## config.mk

```make
export PLATFORM = sky130hd
export DESIGN_NAME = fpdivide_iter
export DESIGN_NICKNAME = d
export VERILOG_FILES = /design/src/rtl/fpdivide_iter.sv
export SDC_FILE = /design/constraint.sdc
export NUM_CORES = 1
export LEC_CHECK = 0
export ABC_CLOCK_PERIOD_IN_PS = 4000
export BUFFER_PORTS_ARGS = -buffer_cell sky130_fd_sc_hd__clkbuf_2
export CAP_MARGIN = 20
export CORE_UTILIZATION = 32
export DETAILED_ROUTE_END_ITERATION = 10
export PLACE_DENSITY = 0.45
export RECOVER_POWER = 50
export SYNTH_ARGS = -nofsm -noshare
export SYNTH_HDL_FRONTEND = slang
export SYNTH_SLANG_ARGS = --single-unit
```

## constraint.sdc

```tcl
create_clock -name clk -period 4 [get_ports clk]
set_input_delay 0.6 -clock clk [delete_from_list [all_inputs] [get_ports clk]]
set_output_delay 0.6 -clock clk [all_outputs]
set_load 0.02 [all_outputs]
```

## src/rtl/fpdivide_iter.sv

```systemverilog
// Iterative signed fixed-point divider: one restoring-division quotient bit per clock,
// then a single fix-up cycle that applies sign, saturation and the status flags.
module fpdivide_iter #(
  parameter int int1     = 6,
  parameter int frac1    = 8,
  parameter int int2     = 6,
  parameter int frac2    = 8,
  parameter int out_int  = 6,
  parameter int out_frac = 8
) (
  input  logic                               clk,
  input  logic                               reset,
  input  logic                               start,
  input  logic signed [int1+frac1-1:0]       a,
  input  logic signed [int2+frac2-1:0]       b,
  output logic                               busy,
  output logic                               done,
  output logic signed [out_int+out_frac-1:0] quotient,
  output logic                               overflow,
  output logic                               underflow,
  output logic                               div_by_zero
);

  localparam int AW = int1 + frac1;
  localparam int BW = int2 + frac2;
  localparam int OW = out_int + out_frac;
  localparam int NW = int1 + frac1 + out_frac + frac2;
  localparam int DW = BW + frac1;
  localparam int CW = (NW > 1) ? $clog2(NW) : 1;

  localparam logic signed [OW-1:0] MAXV = {1'b0, {(OW-1){1'b1}}};
  localparam logic signed [OW-1:0] MINV = {1'b1, {(OW-1){1'b0}}};
  localparam logic [NW-1:0]        QMAX = NW'({1'b0, {(OW-1){1'b1}}});
  localparam logic [NW-1:0]        QLIM = NW'(1) << (OW - 1);

  typedef enum logic [1:0] {S_IDLE, S_CALC, S_FIX} state_t;

  typedef struct packed {
    logic signed [OW-1:0] q;
    logic                 ov;
    logic                 uf;
  } res_t;

  // Sign, saturation and flag resolution applied once the magnitude quotient is known.
  function automatic res_t sat_fn(input logic [NW-1:0] qm, input logic neg,
                                  input logic bz, input logic a_neg, input logic rem_nz);
    res_t           r;
    logic [OW-1:0]  t;
    r.q = '0;
    r.ov = 1'b0;
    r.uf = 1'b0;
    t = qm[OW-1:0];
    if (bz) begin
      r.q = a_neg ? MINV : MAXV;
    end else if (!neg) begin
      if (qm > QMAX) begin
        r.q  = MAXV;
        r.ov = 1'b1;
      end else begin
        r.q = t;
      end
    end else begin
      if (qm > QLIM) begin
        r.q  = MINV;
        r.ov = 1'b1;
      end else begin
        r.q = -t;
      end
    end
    r.uf = rem_nz & ~r.ov & ~bz;
    return r;
  endfunction

  state_t               r_state;
  logic [CW-1:0]        r_cnt;
  logic [NW-1:0]        r_num;
  logic [DW-1:0]        r_rem;
  logic [DW-1:0]        r_den;
  logic                 r_neg;
  logic                 r_a_neg;
  logic                 r_bz;
  logic                 r_busy;
  logic                 r_done;
  logic signed [OW-1:0] r_q;
  logic                 r_ov;
  logic                 r_uf;
  logic                 r_dz;

  logic [AW-1:0]        w_abs_a;
  logic [BW-1:0]        w_abs_b;
  logic [DW:0]          w_trial;
  logic [DW:0]          w_diff;
  logic                 w_ge;
  logic [DW-1:0]        w_rem_nxt;
  logic [NW-1:0]        w_num_nxt;
  res_t                 w_res;

  // Magnitudes stay unsigned at full width so the most negative input does not wrap.
  assign w_abs_a = a[AW-1] ? AW'(-a) : AW'(a);
  assign w_abs_b = b[BW-1] ? BW'(-b) : BW'(b);

  // Restoring step: the numerator register doubles as the quotient shift register.
  assign w_trial   = {r_rem, r_num[NW-1]};
  assign w_diff    = w_trial - {1'b0, r_den};
  assign w_ge      = (w_trial >= {1'b0, r_den});
  assign w_rem_nxt = w_ge ? w_diff[DW-1:0] : w_trial[DW-1:0];
  assign w_num_nxt = {r_num[NW-2:0], w_ge};

  assign w_res = sat_fn(r_num, r_neg, r_bz, r_a_neg, |r_rem);

  always_ff @(posedge clk or negedge reset) begin
    if (!reset) begin
      r_state <= S_IDLE;
      r_cnt   <= '0;
      r_num   <= '0;
      r_rem   <= '0;
      r_den   <= '0;
      r_neg   <= 1'b0;
      r_a_neg <= 1'b0;
      r_bz    <= 1'b0;
      r_busy  <= 1'b0;
      r_done  <= 1'b0;
      r_q     <= '0;
      r_ov    <= 1'b0;
      r_uf    <= 1'b0;
      r_dz    <= 1'b0;
    end else begin
      r_done <= 1'b0;
      case (r_state)
        S_IDLE: begin
          if (start) begin
            r_num   <= NW'(w_abs_a) << (out_frac + frac2);
            r_den   <= DW'(w_abs_b) << frac1;
            r_rem   <= '0;
            r_cnt   <= '0;
            r_neg   <= a[AW-1] ^ b[BW-1];
            r_a_neg <= a[AW-1];
            r_bz    <= (b == '0);
            r_busy  <= 1'b1;
            r_state <= S_CALC;
          end
        end
        S_CALC: begin
          r_num <= w_num_nxt;
          r_rem <= w_rem_nxt;
          r_cnt <= r_cnt + 1'b1;
          if (r_cnt == CW'(NW - 1)) r_state <= S_FIX;
        end
        S_FIX: begin
          r_q     <= w_res.q;
          r_ov    <= w_res.ov;
          r_uf    <= w_res.uf;
          r_dz    <= r_bz;
          r_done  <= 1'b1;
          r_busy  <= 1'b0;
          r_state <= S_IDLE;
        end
        default: r_state <= S_IDLE;
      endcase
    end
  end

  assign busy        = r_busy;
  assign done        = r_done;
  assign quotient    = r_q;
  assign overflow    = r_ov;
  assign underflow   = r_uf;
  assign div_by_zero = r_dz;

endmodule

```

; Word level (Yosys, flattened, before mapping)
; Cells that the tools add are included.
[classes]
shifts = 0
add_sub_neg = 5
order_cmp = 3
n_eq_ne = 5
bitwise = 5
reduce_logical = 9
n_div = 0
mux = 23
multipliers = 0
[ops]
columns = op, count
row1 = $mux 14, 6
row2 = $pmux 30 s2, 1
row3 = $mux 22, 2
row4 = $pmux 22 s2, 1
row5 = $neg 14->14, 3
row6 = $gt 30x13->1 const B, 1
row7 = $gt 30x14->1 const B, 1
row8 = $mux 30, 1
row9 = $ge 23x22->1, 1
row10 = $reduce_or 22->1, 1
row11 = $sub 22x22->22, 1
row12 = $mux 15, 1
row13 = $logic_not 14->1, 1
row14 = $pmux 5 s2, 1
row15 = $reduce_and 2->1, 4
row16 = $add 5x1->5 const B, 1
row17 = $eq 5x5->1 const B, 1
row18 = $mux 1, 5
row19 = $mux 5, 1
row20 = $mux 2, 2
row21 = $ne 2x2->1 const B, 2
row22 = $pmux 2 s2, 1
row23 = $reduce_bool 2->1, 2
row24 = $and 1x1->1, 2
row25 = other kinds (6), 7
[word_totals]
inputBits = 31
output_inout_bits = 19
ff_bits = 95
wordCells = 64
mem_count = 0
latch_bits = 0
mem_bits_ro = 0
ram_bits = 0

; Logic depth before layout (Yosys ltp)
[logic_depth]
ltp_word = 7
depth_mapped = 11
depth_no_buf = 10

; Worst setup path after synthesis
; Ideal clock, no wire load.
[synth_path]
path_kind = reg2reg
startpoint = register r_rem[10]
endpoint = register r_rem[13]
path_stages_with_launch = 11
setup_ps = 126
arrival_time_ps = 2261
path_slack_ps = 1613
period_less_slack_ps = 2387
required_time_ps = 3874
path_buffers = 2
path_cell_list = dfrtp_1 ha_1 a21o_1 a21oi_2 nand2_2 a21oi_4 a31oi_4 or2_1 buf_6 buf_6 a221o_1
[synth_between]
elab_chain_len = 3
word_cells_on_any_way = 4
classes_between = 1 x add/sub / 1 x order compare / 2 x mux
[synth_lines]
columns = item, line
row1 = from (decl), 77  ; logic [DW-1:0] r_rem;
row2 = from (signal assigned), 145  ; r_rem <= w_rem_nxt;
row3 = $sub 22x22->22 or $ge 23x22->1 (tied branches), "104, 105"
row4 = $mux 22 (*), 106  ; assign w_rem_nxt = w_ge ? w_diff[DW-1:0] : w_trial[DW-1:0];
row5 = $pmux 22 s2 (*), 129  ; case (r_state)
; Every way passes the cells marked *; elsewhere a longest branch is shown, timed or not.
; A chain may end at the register's enable or synchronous reset.

; Worst setup path in the final report
[layout_path]
startpoint = register r_num[0]
endpoint = register r_q[3] (netlist: quotient[3])
[layout_between]
elab_chain_len = 4
word_cells_on_any_way = 7
classes_between = 1 x add/sub / 2 x order compare / 4 x mux
[layout_lines]
columns = item, line
row1 = from (decl), 76  ; logic [NW-1:0] r_num;
row2 = from (signal assigned), 132  ; r_num <= NW'(w_abs_a) << (out_frac + frac2);
row3 = from (signal assigned), 144  ; r_num <= w_num_nxt;
row4 = $gt 30x13->1 (tied with other cells), 56  ; if (qm > QMAX) begin
row5 = $mux 14 (on tied branches), "56, 63"
row6 = $mux 15 (*), 55  ; end else if (!neg) begin
row7 = $mux 14 (*), 53  ; if (bz) begin
row8 = to (signal assigned), 150  ; r_q <= w_res.q;
row9 = to (decl), 84  ; logic signed [OW-1:0] r_q;
; Marks and branches as above.

==> flow_summary.toml <==
[timing]
skew_ns = 0.0111
max_freq_mhz = 352
setup-violations-final = 0
finalWorstPathRequiredPeriod_ns = 2.84
post-route-period-util_pct = 71.1
max_slew_margin_pct = -80.4
tightest_slew_ns = 2.71
rsz0062_at_grt = "no"
timing_hold_violations_final = 0
tns_ns = 0
whs_ns = 0.479
slew_viol_final = 48

[layout]
n_fill_cell = 1750
antenna_cells = 0
area_delta_synth_final_pct = 12.3
design_area_mm2 = 0.00629
layout.nets = 712
drive_above_1_share_pct = 11.0

[global_routing]
grt_pass1_vias = 4515
grt_pass1_wl_um = 24000
grt_start_max_net_pins = 48
global_route.usage.total_pct = 16.9
number_of_antenna_violations_at_the_first_check_in_global_routing = 0
grt_overflow = 0

[worst_setup_path]
worst_ep_required_time_ns = 4.29
timing.critical_path.cells = "inv_1 -> ha_1 -> nor3b_1 -> nand4_1 -> o21a_1 -> nor2_1 -> a31oi_1 -> nor3_1 -> o22a_1"
reg2reg_setup_slack_ns = 1.16
timing.critical_path.fanout_max = 12
worst_r2r_startpoint = "r_num[0]$_DFFE_PN0P_"
worstSetupStartpointType = "flop"
timing.reg2reg.worst_path_depth = 9
critical_path.reg2reg.endpoint = "quotient[3]$_DFFE_PN0P_"
worst_path_arrival_time_ns = 3.14
setup.worst_path.end_class = "flop"
setup.worst_path.class = "reg2reg"
slowest_stage = "sky130_fd_sc_hd__nor2_1"
critical_path.max_stage_delay_ns = 0.57
crit_start = "r_num[0]$_DFFE_PN0P_"

[yosys]
synth-warning-count = 0
synth-edff-count = 0
ys.flop_type = "sky130_fd_sc_hd__dfrtp_1"
syn_inst = 632
synth_top_area_share_pct = 42.5
syn-cell-area_mm2 = 0.00560
postSynthNetCount = 683
number_of_flip_flops_and_latches_in_the_synthesized_netlist = 95
postSynth.asyncResetShare_pct = 100
postSynthAreaPerCell_um2 = 8.86
synthDistinctLibCells = 62
share_of_the_yosys_chip_area_belonging_to_registers_pct = 42.5
yosysTopAreaCell = "sky130_fd_sc_hd__dfrtp_1"
yosys-top-cells-area = "sky130_fd_sc_hd__dfrtp_1, sky130_fd_sc_hd__o21ai_0, sky130_fd_sc_hd__nand2_1, sky130_fd_sc_hd__ha_1, sky130_fd_sc_hd__a22o_1"

[cts]
cts_num_sinks = 95
post_cts_resize_count = 0
clock_tree.root_cell = "sky130_fd_sc_hd__clkbuf_16"
tritoncts.num_buffers = 9
cts_hold_buf = 0
htree_levels = 3
clock_tree.buffer_depth = 2
tritoncts = "yes"
clkSlewWorstSetupHoldPaths_ns = 0.07
post-cts-setup-buffers = 0
clk_latency_ns = 0.35

[worst_hold_path]
hold_start = "r_den[17]$_DFFE_PN0P_"
hold_crit_depth = 2
worst_hold_path.endpoint = "r_den[17]$_DFFE_PN0P_"
worstHoldPathType = "reg2reg"

[placement]
hpwlAfterDp_um = 10300
post_place_instance_area_mm2 = 0.00602
io_buffer_count = 49
finalWeightedCongestion = 0.899

[detailed_routing]
drc_errors = 0
num_vias = 4683
wirelength_um = 14400
post_drt_wl_per_cell_um = 16.3
dr.first_iter.drc_count = 383
drt_first_pass_iters = 5
final_antenna_net_count = 0
vias_per_cell = 5.30

[floorplanning]
fp.dieW_um = 134
area_enclosed_by_the_die_boundary_mm2 = 0.0180
initial_utilization_pct = 33.3
fp.coreArea_mm2 = 0.0168
core.rowCount = 47
die_height_um = 134
boundaryPins = 50

[power]
share_clk_of_total_power_pct = 15.9
cell_internal_pwr_mw = 3.06
power.density_cell_area_mw_per_mm2 = 860
combinational_share_of_power_pct = 49.7
sw_pwr_mw = 2.35
p_total_mw = 5.41
power.share.sequential_pct = 34.4
peakVddDrop_uv = 237
p_leak_nw = 2.70
switching_share_pct = 43.5

[run]
max-cap-violations = 1

[status]
violations = "max-capacitance violations, max-slew violations"
outcome = "finished with violations"
==> sequential cells by signal (all words and copies together) (netlist names) <==
register / flops
r_state: 2
r_den: 14
r_neg: 1
overflow: 1
quotient: 14
underflow: 1
r_bz: 1
done: 1
busy: 1
r_num: 30
div_by_zero: 1
r_cnt: 5
r_a_neg: 1
r_rem: 22
==> kinds of logic (layout without fill, tap and decap cells) <==
logic type / count (synthesis) / in the layout / synth area share (%)
and+or+nand+nor: 209 / 209 / 18.1
buffers and inverters: 67 / 99 / 4.85
xor gates and xnor gates: 37 / 37 / 5.79
AOI/OAI and AO/OA: 202 / 202 / 23.8
adders and majority gates: 20 / 20 / 4.60
muxes: 2 / 2 / 0.380
DFF: 95 / 95 / 42.5
==> routing by layer <==
layer  vias to the layer above  global-route usage (%)  share of wire [%]
li1                       2336                       -                  -
met1                      2224                    25.0                 52
met2                       110                    25.0                 43
met3                        13                    2.23                4.1
met4                         0                    5.56                1.3
met5                         -                       0                  0
==> cell type report <==
type | count | area [um2] | share of cell area [%]
well taps | 220 | 275 | 4.38
flip-flops and latches | 95 | 2380 | 37.8
multi-input cells | 470 | 2960 | 47.1
clock buffers | 9 | 225 | 3.58
inverters | 31 | 116 | 1.85
clock inverters | 5 | 61.3 | 0.975
repair buffers | 54 | 268 | 4.26
==> cell usage after synthesis (3+ instances only) <==
| cell | number |
|---|---|
| sky130_fd_sc_hd__o41ai_1 | 3 |
| sky130_fd_sc_hd__nand2_1 | 83 |
| sky130_fd_sc_hd__or3_1 | 8 |
| sky130_fd_sc_hd__nor2_1 | 43 |
| sky130_fd_sc_hd__a22o_1 | 23 |
| sky130_fd_sc_hd__a21o_1 | 5 |
| sky130_fd_sc_hd__a31oi_1 | 8 |
| sky130_fd_sc_hd__nand2b_1 | 9 |
| sky130_fd_sc_hd__inv_1 | 31 |
| sky130_fd_sc_hd__a22oi_1 | 14 |
| sky130_fd_sc_hd__nand4_1 | 7 |
| sky130_fd_sc_hd__xnor2_1 | 15 |
| sky130_fd_sc_hd__a221o_1 | 6 |
| sky130_fd_sc_hd__ha_1 | 19 |
| sky130_fd_sc_hd__a21oi_1 | 27 |
| sky130_fd_sc_hd__nand3_1 | 4 |
| sky130_fd_sc_hd__o21a_1 | 3 |
| sky130_fd_sc_hd__or4_1 | 3 |
| sky130_fd_sc_hd__o311ai_1 | 3 |
| sky130_fd_sc_hd__o21ai_0 | 78 |
| sky130_fd_sc_hd__or2_2 | 3 |
| sky130_fd_sc_hd__xor2_1 | 22 |
| sky130_fd_sc_hd__clkbuf_1 | 31 |
| sky130_fd_sc_hd__o31ai_1 | 7 |
| sky130_fd_sc_hd__nor3b_1 | 3 |
| sky130_fd_sc_hd__dfrtp_1 | 95 |
| sky130_fd_sc_hd__nor2b_1 | 7 |
| sky130_fd_sc_hd__nor3_1 | 15 |
| sky130_fd_sc_hd__nor4_1 | 13 |
| sky130_fd_sc_hd__o211ai_1 | 9 |
==> worst max-delay path: cells and delay by family (launching register included) <==
| kind | cells | cell delay [ns] |
|---|---|---|
| simple gates | 4 | 1.52 |
| compound gates | 3 | 0.54 |
| flops | 1 | 0.41 |
| fa+ha+maj | 1 | 0.21 |
| buf+inv | 1 | 0.10 |
==> worst max path at each step <==
stage,endpoint,cells after the start
2_1_floorplan,r_rem[13]$_DFFE_PN0P_,10
3_3_place_gp,r_rem[20]$_DFFE_PN0P_,8
3_5_place_dp,quotient[11]$_DFFE_PN0P_,9
4_1_cts,quotient[11]$_DFFE_PN0P_,9
5_1_grt,r_num[0]$_DFFE_PN0P_,2
6_report,quotient[3]$_DFFE_PN0P_,9
==> power groups by stage <==
stage | sequential (mW) | combinational [mW] | clock [mW]
after floorplan | 1.74 | 2.16 | 0
after global placement | 1.86 | 2.67 | 0
after detailed placement | 1.87 | 2.70 | 0
after CTS | 1.86 | 2.70 | 0.889
after global routing | 1.92 | 3.03 | 0.929
final | 1.86 | 2.69 | 0.860
==> placed cells by master (no fill, tap or decap), types with 15 or more instances in the layout <==
cell / Yosys / routed
sky130_fd_sc_hd__nand2_1: 83 / 83
sky130_fd_sc_hd__xnor2_1: 15 / 15
sky130_fd_sc_hd__dfrtp_1: 95 / 95
sky130_fd_sc_hd__inv_1: 31 / 31
sky130_fd_sc_hd__nor3_1: 15 / 15
sky130_fd_sc_hd__clkbuf_2: 0 / 40
sky130_fd_sc_hd__a22o_1: 23 / 23
sky130_fd_sc_hd__a21oi_1: 27 / 27
sky130_fd_sc_hd__o21ai_0: 78 / 77
sky130_fd_sc_hd__xor2_1: 22 / 22
sky130_fd_sc_hd__nor2_1: 43 / 43
sky130_fd_sc_hd__ha_1: 19 / 19
==> stage by stage <==
step / util [%] / cells / worst slack, ns
global route: 37.4 / 884 / 0.632
floorplan: - / 632 / 1.61
detailed placement: 35.8 / 870 / 1.24
CTS: 37.5 / 884 / 1.20
finish: 37.4 / 884 / 1.16
global placement: 35.8 / 870 / 1.30
Power figures use the tool's default switching activity.
